**config.mk**
```make
export PLATFORM = sky130hd
export DESIGN_NAME = ad7980_emulator_flat
export DESIGN_NICKNAME = d
export VERILOG_FILES = /design/src/rtl/ad7980_pkg.sv /design/src/rtl/ad7980_emulator_if.sv /design/src/rtl/ad7980_emulator_edge_sync.sv /design/src/rtl/ad7980_emulator.sv /design/src/flat_wrapper.sv
export SDC_FILE = /design/constraint.sdc
export NUM_CORES = 1
export LEC_CHECK = 0
export ABC_AREA = 1
export BUFFER_PORTS_ARGS = -buffer_cell sky130_fd_sc_hd__buf_2
export CAP_MARGIN = 20
export CORE_UTILIZATION = 35
export CTS_CLUSTER_SIZE = 14
export DETAILED_ROUTE_END_ITERATION = 8
export PLACE_DENSITY = 0.64
export SYNTH_ARGS = -nofsm -noshare
export SYNTH_HDL_FRONTEND = slang
export SYNTH_SLANG_ARGS = --single-unit
```
**constraint.sdc**
```tcl
create_clock -name clk -period 3.2 [get_ports clk]
set_clock_uncertainty 0.05 [all_clocks]
set_input_delay 0.16 -clock clk [delete_from_list [all_inputs] [get_ports clk]]
set_output_delay 0.16 -clock clk [all_outputs]
set_load 0.02 [all_outputs]
```
**src/rtl/ad7980_pkg.sv**
```systemverilog
// Shared types and default sizing for the AD7980 serial-port emulator.
package ad7980_pkg;

    typedef enum logic [1:0] {
        IDLE    = 2'd0,
        CONVERT = 2'd1,
        WAIT_CS = 2'd2,
        SHIFT   = 2'd3
    } ad7980_state_t;

    localparam int DEFAULT_BITS        = 16;
    localparam int DEFAULT_TCONV_CNT   = 40;
    localparam int DEFAULT_SYNC_STAGES = 2;

endpackage

```
**src/rtl/ad7980_emulator_if.sv**
```systemverilog
// Three-wire AD7980 pin bundle: the controller drives cnv/sck, the converter returns sdo.
interface ad7980_emulator_if;

    logic cnv;
    logic sck;
    logic sdo;
    logic sdo_oe;

    modport master (output cnv, output sck, input sdo, input sdo_oe);
    modport slave  (input cnv, input sck, output sdo, output sdo_oe);

endinterface

```
**src/rtl/ad7980_emulator_edge_sync.sv**
```systemverilog
// Multi-flop synchroniser with a history flop producing registered rise/fall pulses.
module edge_sync #(
    parameter int STAGES = 2
) (
    input  logic clk,
    input  logic rst,
    input  logic din,
    output logic level,
    output logic rise,
    output logic fall
);

    logic [STAGES-1:0] sync_reg;
    logic              hist_reg;
    logic              rise_reg;
    logic              fall_reg;

    always_ff @(posedge clk) begin
        if (rst) begin
            sync_reg <= '0;
            hist_reg <= 1'b0;
            rise_reg <= 1'b0;
            fall_reg <= 1'b0;
        end else begin
            sync_reg <= {sync_reg[STAGES-2:0], din};
            hist_reg <= sync_reg[STAGES-1];
            rise_reg <= sync_reg[STAGES-1] & ~hist_reg;
            fall_reg <= ~sync_reg[STAGES-1] & hist_reg;
        end
    end

    // The history flop is exported as the level so it lines up with the pulses.
    assign level = hist_reg;
    assign rise  = rise_reg;
    assign fall  = fall_reg;

endmodule

```
**src/rtl/ad7980_emulator.sv**
```systemverilog
// AD7980 CS-mode responder: models conversion time and shifts a latched sample out MSB first.
module ad7980_emulator
    import ad7980_pkg::*;
#(
    parameter int BITS        = DEFAULT_BITS,
    parameter int TCONV_CNT   = DEFAULT_TCONV_CNT,
    parameter int SYNC_STAGES = DEFAULT_SYNC_STAGES
) (
    input  logic                clk,
    input  logic                rst,
    ad7980_emulator_if.slave    bus,
    input  logic [BITS-1:0]     sample_in,
    output logic                conv_busy,
    output logic                sample_req,
    output logic                frame_done
);

    localparam int BCW = (BITS > 1) ? $clog2(BITS) : 1;
    localparam int TCW = $clog2(TCONV_CNT + 1);
    localparam logic [BCW-1:0] BIT_LAST   = BCW'(BITS - 1);
    localparam logic [TCW-1:0] TCONV_LAST = TCW'(TCONV_CNT - 1);

    logic cnv_s, cnv_rise, cnv_fall;
    logic sck_s, sck_rise, sck_fall;

    edge_sync #(.STAGES(SYNC_STAGES)) u_cnv_sync (
        .clk(clk), .rst(rst), .din(bus.cnv),
        .level(cnv_s), .rise(cnv_rise), .fall(cnv_fall)
    );

    edge_sync #(.STAGES(SYNC_STAGES)) u_sck_sync (
        .clk(clk), .rst(rst), .din(bus.sck),
        .level(sck_s), .rise(sck_rise), .fall(sck_fall)
    );

    logic unused_sck;
    assign unused_sck = &{1'b0, sck_s, sck_rise};

    ad7980_state_t   state_reg, state_next;
    logic [BITS-1:0] shift_reg, shift_next;
    logic [BCW-1:0]  bit_cnt_reg, bit_cnt_next;
    logic [TCW-1:0]  tconv_cnt_reg, tconv_cnt_next;
    logic            sdo_reg, sdo_next;
    logic            sdo_oe_reg, sdo_oe_next;
    logic            conv_busy_reg, conv_busy_next;
    logic            sample_req_reg, sample_req_next;
    logic            frame_done_reg, frame_done_next;

    always_ff @(posedge clk) begin
        if (rst) begin
            state_reg      <= IDLE;
            shift_reg      <= '0;
            bit_cnt_reg    <= '0;
            tconv_cnt_reg  <= '0;
            sdo_reg        <= 1'b0;
            sdo_oe_reg     <= 1'b0;
            conv_busy_reg  <= 1'b0;
            sample_req_reg <= 1'b0;
            frame_done_reg <= 1'b0;
        end else begin
            state_reg      <= state_next;
            shift_reg      <= shift_next;
            bit_cnt_reg    <= bit_cnt_next;
            tconv_cnt_reg  <= tconv_cnt_next;
            sdo_reg        <= sdo_next;
            sdo_oe_reg     <= sdo_oe_next;
            conv_busy_reg  <= conv_busy_next;
            sample_req_reg <= sample_req_next;
            frame_done_reg <= frame_done_next;
        end
    end

    always_comb begin
        state_next      = state_reg;
        shift_next      = shift_reg;
        bit_cnt_next    = bit_cnt_reg;
        tconv_cnt_next  = tconv_cnt_reg;
        sdo_next        = sdo_reg;
        sdo_oe_next     = sdo_oe_reg;
        conv_busy_next  = conv_busy_reg;
        sample_req_next = 1'b0;
        frame_done_next = 1'b0;

        // A new conversion request restarts from any state and beats a coincident sck edge.
        if (cnv_rise) begin
            state_next      = CONVERT;
            shift_next      = sample_in;
            sample_req_next = 1'b1;
            conv_busy_next  = 1'b1;
            tconv_cnt_next  = '0;
            bit_cnt_next    = '0;
            sdo_next        = 1'b0;
            sdo_oe_next     = 1'b0;
        end else begin
            case (state_reg)
                IDLE: begin
                    sdo_next    = 1'b0;
                    sdo_oe_next = 1'b0;
                end
                CONVERT: begin
                    if (tconv_cnt_reg == TCONV_LAST) begin
                        conv_busy_next = 1'b0;
                        if (!cnv_s) begin
                            state_next   = SHIFT;
                            sdo_next     = shift_reg[BITS-1];
                            sdo_oe_next  = 1'b1;
                            bit_cnt_next = '0;
                        end else begin
                            state_next = WAIT_CS;
                        end
                    end else begin
                        tconv_cnt_next = tconv_cnt_reg + 1'b1;
                    end
                end
                WAIT_CS: begin
                    if (cnv_fall) begin
                        state_next   = SHIFT;
                        sdo_next     = shift_reg[BITS-1];
                        sdo_oe_next  = 1'b1;
                        bit_cnt_next = '0;
                    end
                end
                SHIFT: begin
                    if (sck_fall) begin
                        if (bit_cnt_reg == BIT_LAST) begin
                            state_next      = IDLE;
                            sdo_next        = 1'b0;
                            sdo_oe_next     = 1'b0;
                            frame_done_next = 1'b1;
                        end else begin
                            shift_next   = {shift_reg[BITS-2:0], 1'b0};
                            bit_cnt_next = bit_cnt_reg + 1'b1;
                            sdo_next     = shift_reg[BITS-2];
                        end
                    end
                end
                default: state_next = IDLE;
            endcase
        end
    end

    assign bus.sdo    = sdo_reg;
    assign bus.sdo_oe = sdo_oe_reg;
    assign conv_busy  = conv_busy_reg;
    assign sample_req = sample_req_reg;
    assign frame_done = frame_done_reg;

endmodule

```
**src/flat_wrapper.sv**
```systemverilog
// flat-port wrapper written by rule: the top's interface ports become plain ports
module ad7980_emulator_flat import ad7980_pkg::*;
#(
    parameter int BITS        = DEFAULT_BITS,
    parameter int TCONV_CNT   = DEFAULT_TCONV_CNT,
    parameter int SYNC_STAGES = DEFAULT_SYNC_STAGES
)
  (clk, rst, sample_in, conv_busy, sample_req, frame_done, bus_cnv, bus_sck, bus_sdo, bus_sdo_oe);
  ad7980_emulator_if bus_i ();
  input  logic clk;
  input  logic rst;
  input  logic [BITS-1:0] sample_in;
  output logic conv_busy;
  output logic sample_req;
  output logic frame_done;
  input wire logic [$bits(bus_i.cnv)-1:0] bus_cnv;
  input wire logic [$bits(bus_i.sck)-1:0] bus_sck;
  output wire logic [$bits(bus_i.sdo)-1:0] bus_sdo;
  output wire logic [$bits(bus_i.sdo_oe)-1:0] bus_sdo_oe;
  assign bus_i.cnv = bus_cnv;
  assign bus_i.sck = bus_sck;
  assign bus_sdo = bus_i.sdo;
  assign bus_sdo_oe = bus_i.sdo_oe;
  ad7980_emulator #(.BITS(BITS), .TCONV_CNT(TCONV_CNT), .SYNC_STAGES(SYNC_STAGES)) u_core (.clk(clk), .rst(rst), .bus(bus_i), .sample_in(sample_in), .conv_busy(conv_busy), .sample_req(sample_req), .frame_done(frame_done));
endmodule
```
==> summary.md <==
| Metric | Value |
|---|---|
| Share of the cycle needed by the critical path after routing | `slightly above 60%` |
| Worst setup path category | `register to register` |
| Met1 Routed Length | `around 2000 um` |
| Req. time, crit path | `3350 ps` |
| Multi-input gate area | `0.00106 mm^2` |
| Clock Sinks | `42` |
| Clock root buffer | `clkbuf_8` |
| EDFF count, synth | `0` |
| Fin cells | `363` |
| Initial antenna violation count | `0` |
| Number of global-route vias before repair | `1473` |
| Die height | `79.5 um` |
| Uppermost signal routing layer after detailed routing | `met4` |
| Number of buffers inserted during clock tree synthesis | `5` |
| Starting Density | `a little under two fifths` |
| Count of buffers from port buffering | `24` |
| Worst slack on hold paths | `between 10 and 15 ps` |
| Latest clock arrival within the worst-skew pair | `300 ps` |
| Syn Inst Count | `267` |
| Max-slew violation count | `0` |
| Count of cells resized by post-cts repair | `0` |
| Slew margin rel. | `46.4%` |
| Remaining global-route overflow | `0` |
| Area Overhead vs Synth | `12.0%` |
| Peak supply drop | `0.000252 V` |
| Xor/xnor cell area share of the yosys netlist | `1.67%` |
| Power density cells | `614 mW/mm^2` |
| Least-Margin Pin Slew | `about 800 ps` |
| Multiplexer fraction of the synthesized cell area | `5.89%` |
| Unrepaired setup endpoints after global routing | `false` |
| Most used cells in the layout excluding fill and tap cells | `nand2_1 (58), dfxtp_1 (42), inv_1 (31), nor2_1 (29), buf_2 (24)` |
| Biggest fanout along the worst timing path | `20` |
| Final Net Count | `318` |
| Compound-Gate Fraction of Synth Area | `11.0%` |
| Number of buffers between clock root and the deepest sink | `2` |
| CP Data Arrival Time | `2130 ps` |
| Kind of end point of the critical path | `register` |
| Detailed-routed wire length on met2 | `1840 um` |
| Hold Violations, Final | `0` |
| Register bit count reported by yosys | `42` |
| Maximum achievable frequency | `around 510 MHz` |
| Antenna violation net count after detailed routing | `0` |
| Layout cell share with drive strength beyond 1 | `25.8%` |
| Number of flip-flops under the largest register name | `16` |
| First-pass iteration count of the detailed router | `4` |
| Final cell utilization of the core | `41.7%` |
| Fraction of the mapped netlist area in simple logic gates | `27.3%` |
| Detailed Route WL | `4070 um` |
| Synthesized area divided by synthesized cell count | `7.88 um^2` |
| Antenna diodes | `0` |
| Total leakage power | `0.979 nW` |
| Storage cell area | `841 um^2` |
| Post-CTS setup buffer count | `0` |
| Met3 routed WL | `between 150 and 200 um` |
| HPWL Detailed | `between 2000 and 3000 um` |
| Final min period | `1980 ps` |
| Most common flop cell mapped by yosys | `dfxtp_1` |
| Number of primary I/O pins | `25` |
| Total via count in the routed design | `1665` |
| Number of nets in the synthesized netlist | `295` |
| Adder and majority cell fraction of the synthesized area | `4.76%` |
| Placeable core region | `0.00564 mm^2` |
| Largest family of logic cells by synthesized area | `simple AND/OR/NAND/NOR gates` |
| TritonCTS clock tree | `built` |
| Post-route total power | `0.00145 W` |
| Number of cells in the design after placement | `355` |
| Final weighted congestion in routability-driven placement | `0.804` |
| Full die area | `0.00632 mm^2` |
| Largest net degree at the start of global routing | `26` |
| Type of the tightest min-delay check | `input port to register` |
| Commonest non-fill, non-tap cell in the layout | `nand2_1` |
| CTS Hold Buffers Added | `0` |
| Total negative slack | `0 ps` |
| Width of the chip | `a little under 80 um` |
| Share of synthesized flip-flops with an asynchronous set or reset | `0%` |
| Vias per inst | `4.59` |
| Synthesized cell area | `0.00210 mm^2` |
| Number of levels in the clock H-tree | `2` |
| Total track usage | `14.1%` |
| Portion of the post-synthesis area used by sequential elements | `~40%` |
| Wire length of the first global-routing pass | `6900 um` |
| Outcome | `completed` |
| Worst setup SP type | `register` |
| Setup-violating endpoint count in the final report | `0` |
| Final routed DRC violation total | `0` |
| Maximum Capacitance Violations | `0` |
| WL per Instance | `around 11 um` |
| FP Rows | `27` |
| Synthesis warning total | `0` |
| Number of filler instances in the final layout | `588` |
| Netlist cell types | `29` |
| Clock edge transition at the registers on the reported setup and hold paths | `roughly 90 ps` |
| Number of DRC markers in iteration 0 | `66` |
==> logic make-up (layout without fill, tap and decap cells) <==
group | after synthesis | after routing
AOI/OAI and AO/OA | 36 | 36
adders and majority gates | 8 | 8
buffers and inverters | 42 | 66
and+or+nand+nor | 124 | 124
xor gates and xnor gates | 4 | 4
DFF | 42 | 42
muxes | 11 | 11
==> synth_stat cells (3+ instances only) <==
cell     number  area share, %
a21oi_1      15            3.6
a21oi_2      10            4.2
dfxtp_1      42             40
ha_1          8            4.8
inv_1        31            5.5
mux2_2       11            5.9
nand2_1      58             10
nand2_2      10            3.0
nand3_1       8            1.9
nand4_1       5            1.5
nor2_1       29            5.2
nor2_2        3           0.89
nor3_1        3           0.71
o21ai_0       9            2.1
xor2_1        4            1.7
==> critical path, cell delays in order, from the launching register on <==
cell and delay, ps:
dfxtp_1 850, inv_1 260, o21ai_4 270, inv_4 190, o21ai_0 190, nor2_1 50
==> per-stage QoR <==
| step | cell area, um^2 | setup WS (ps) |
|---|---|---|
| after floorplan | 2100 | 1700 |
| after global placement | 2250 | 1330 |
| after detailed placement | 2250 | 1260 |
| after CTS | 2350 | 1240 |
| after global routing | 2350 | 1090 |
| final | 2350 | 1220 |
==> path summary, 6_finish.rpt <==
check,startpoint,to,slack [ps],depth (start not counted)
max reg2reg,u_core.u_cnv_sync.rise,u_core.shift_reg[3],1220,5
min reg2reg,u_core.u_cnv_sync.sync_reg[0],u_core.u_cnv_sync.sync_reg[1],350,2
min,bus_cnv,u_core.u_cnv_sync.sync_reg[0],10,3
max,u_core.u_cnv_sync.rise,u_core.shift_reg[3],1220,5
==> where the power goes <==
part           internal, W  switching, W
Sequential        0.000566     0.0000423
Combinational     0.000146      0.000268
Clock             0.000230      0.000194
==> per-layer routing <==
| layer | up-vias | global-route usage [%] |
|---|---|---|
| met5 | - | 0 |
| li1 | 889 | - |
| met2 | 34 | 21.8 |
| met1 | 738 | 18.7 |
| met4 | 0 | 4.36 |
| met3 | 4 | 4.11 |
==> final cells by class <==
cell class	count	area share, %
multi-input combinational	183	45.2
sequential	42	35.7
inverter	34	5.53
timing repair buffer	24	5.10
tap	72	3.83
clock buffer	5	2.92
clock inverter	3	1.70
Power figures use the tool's default switching activity.
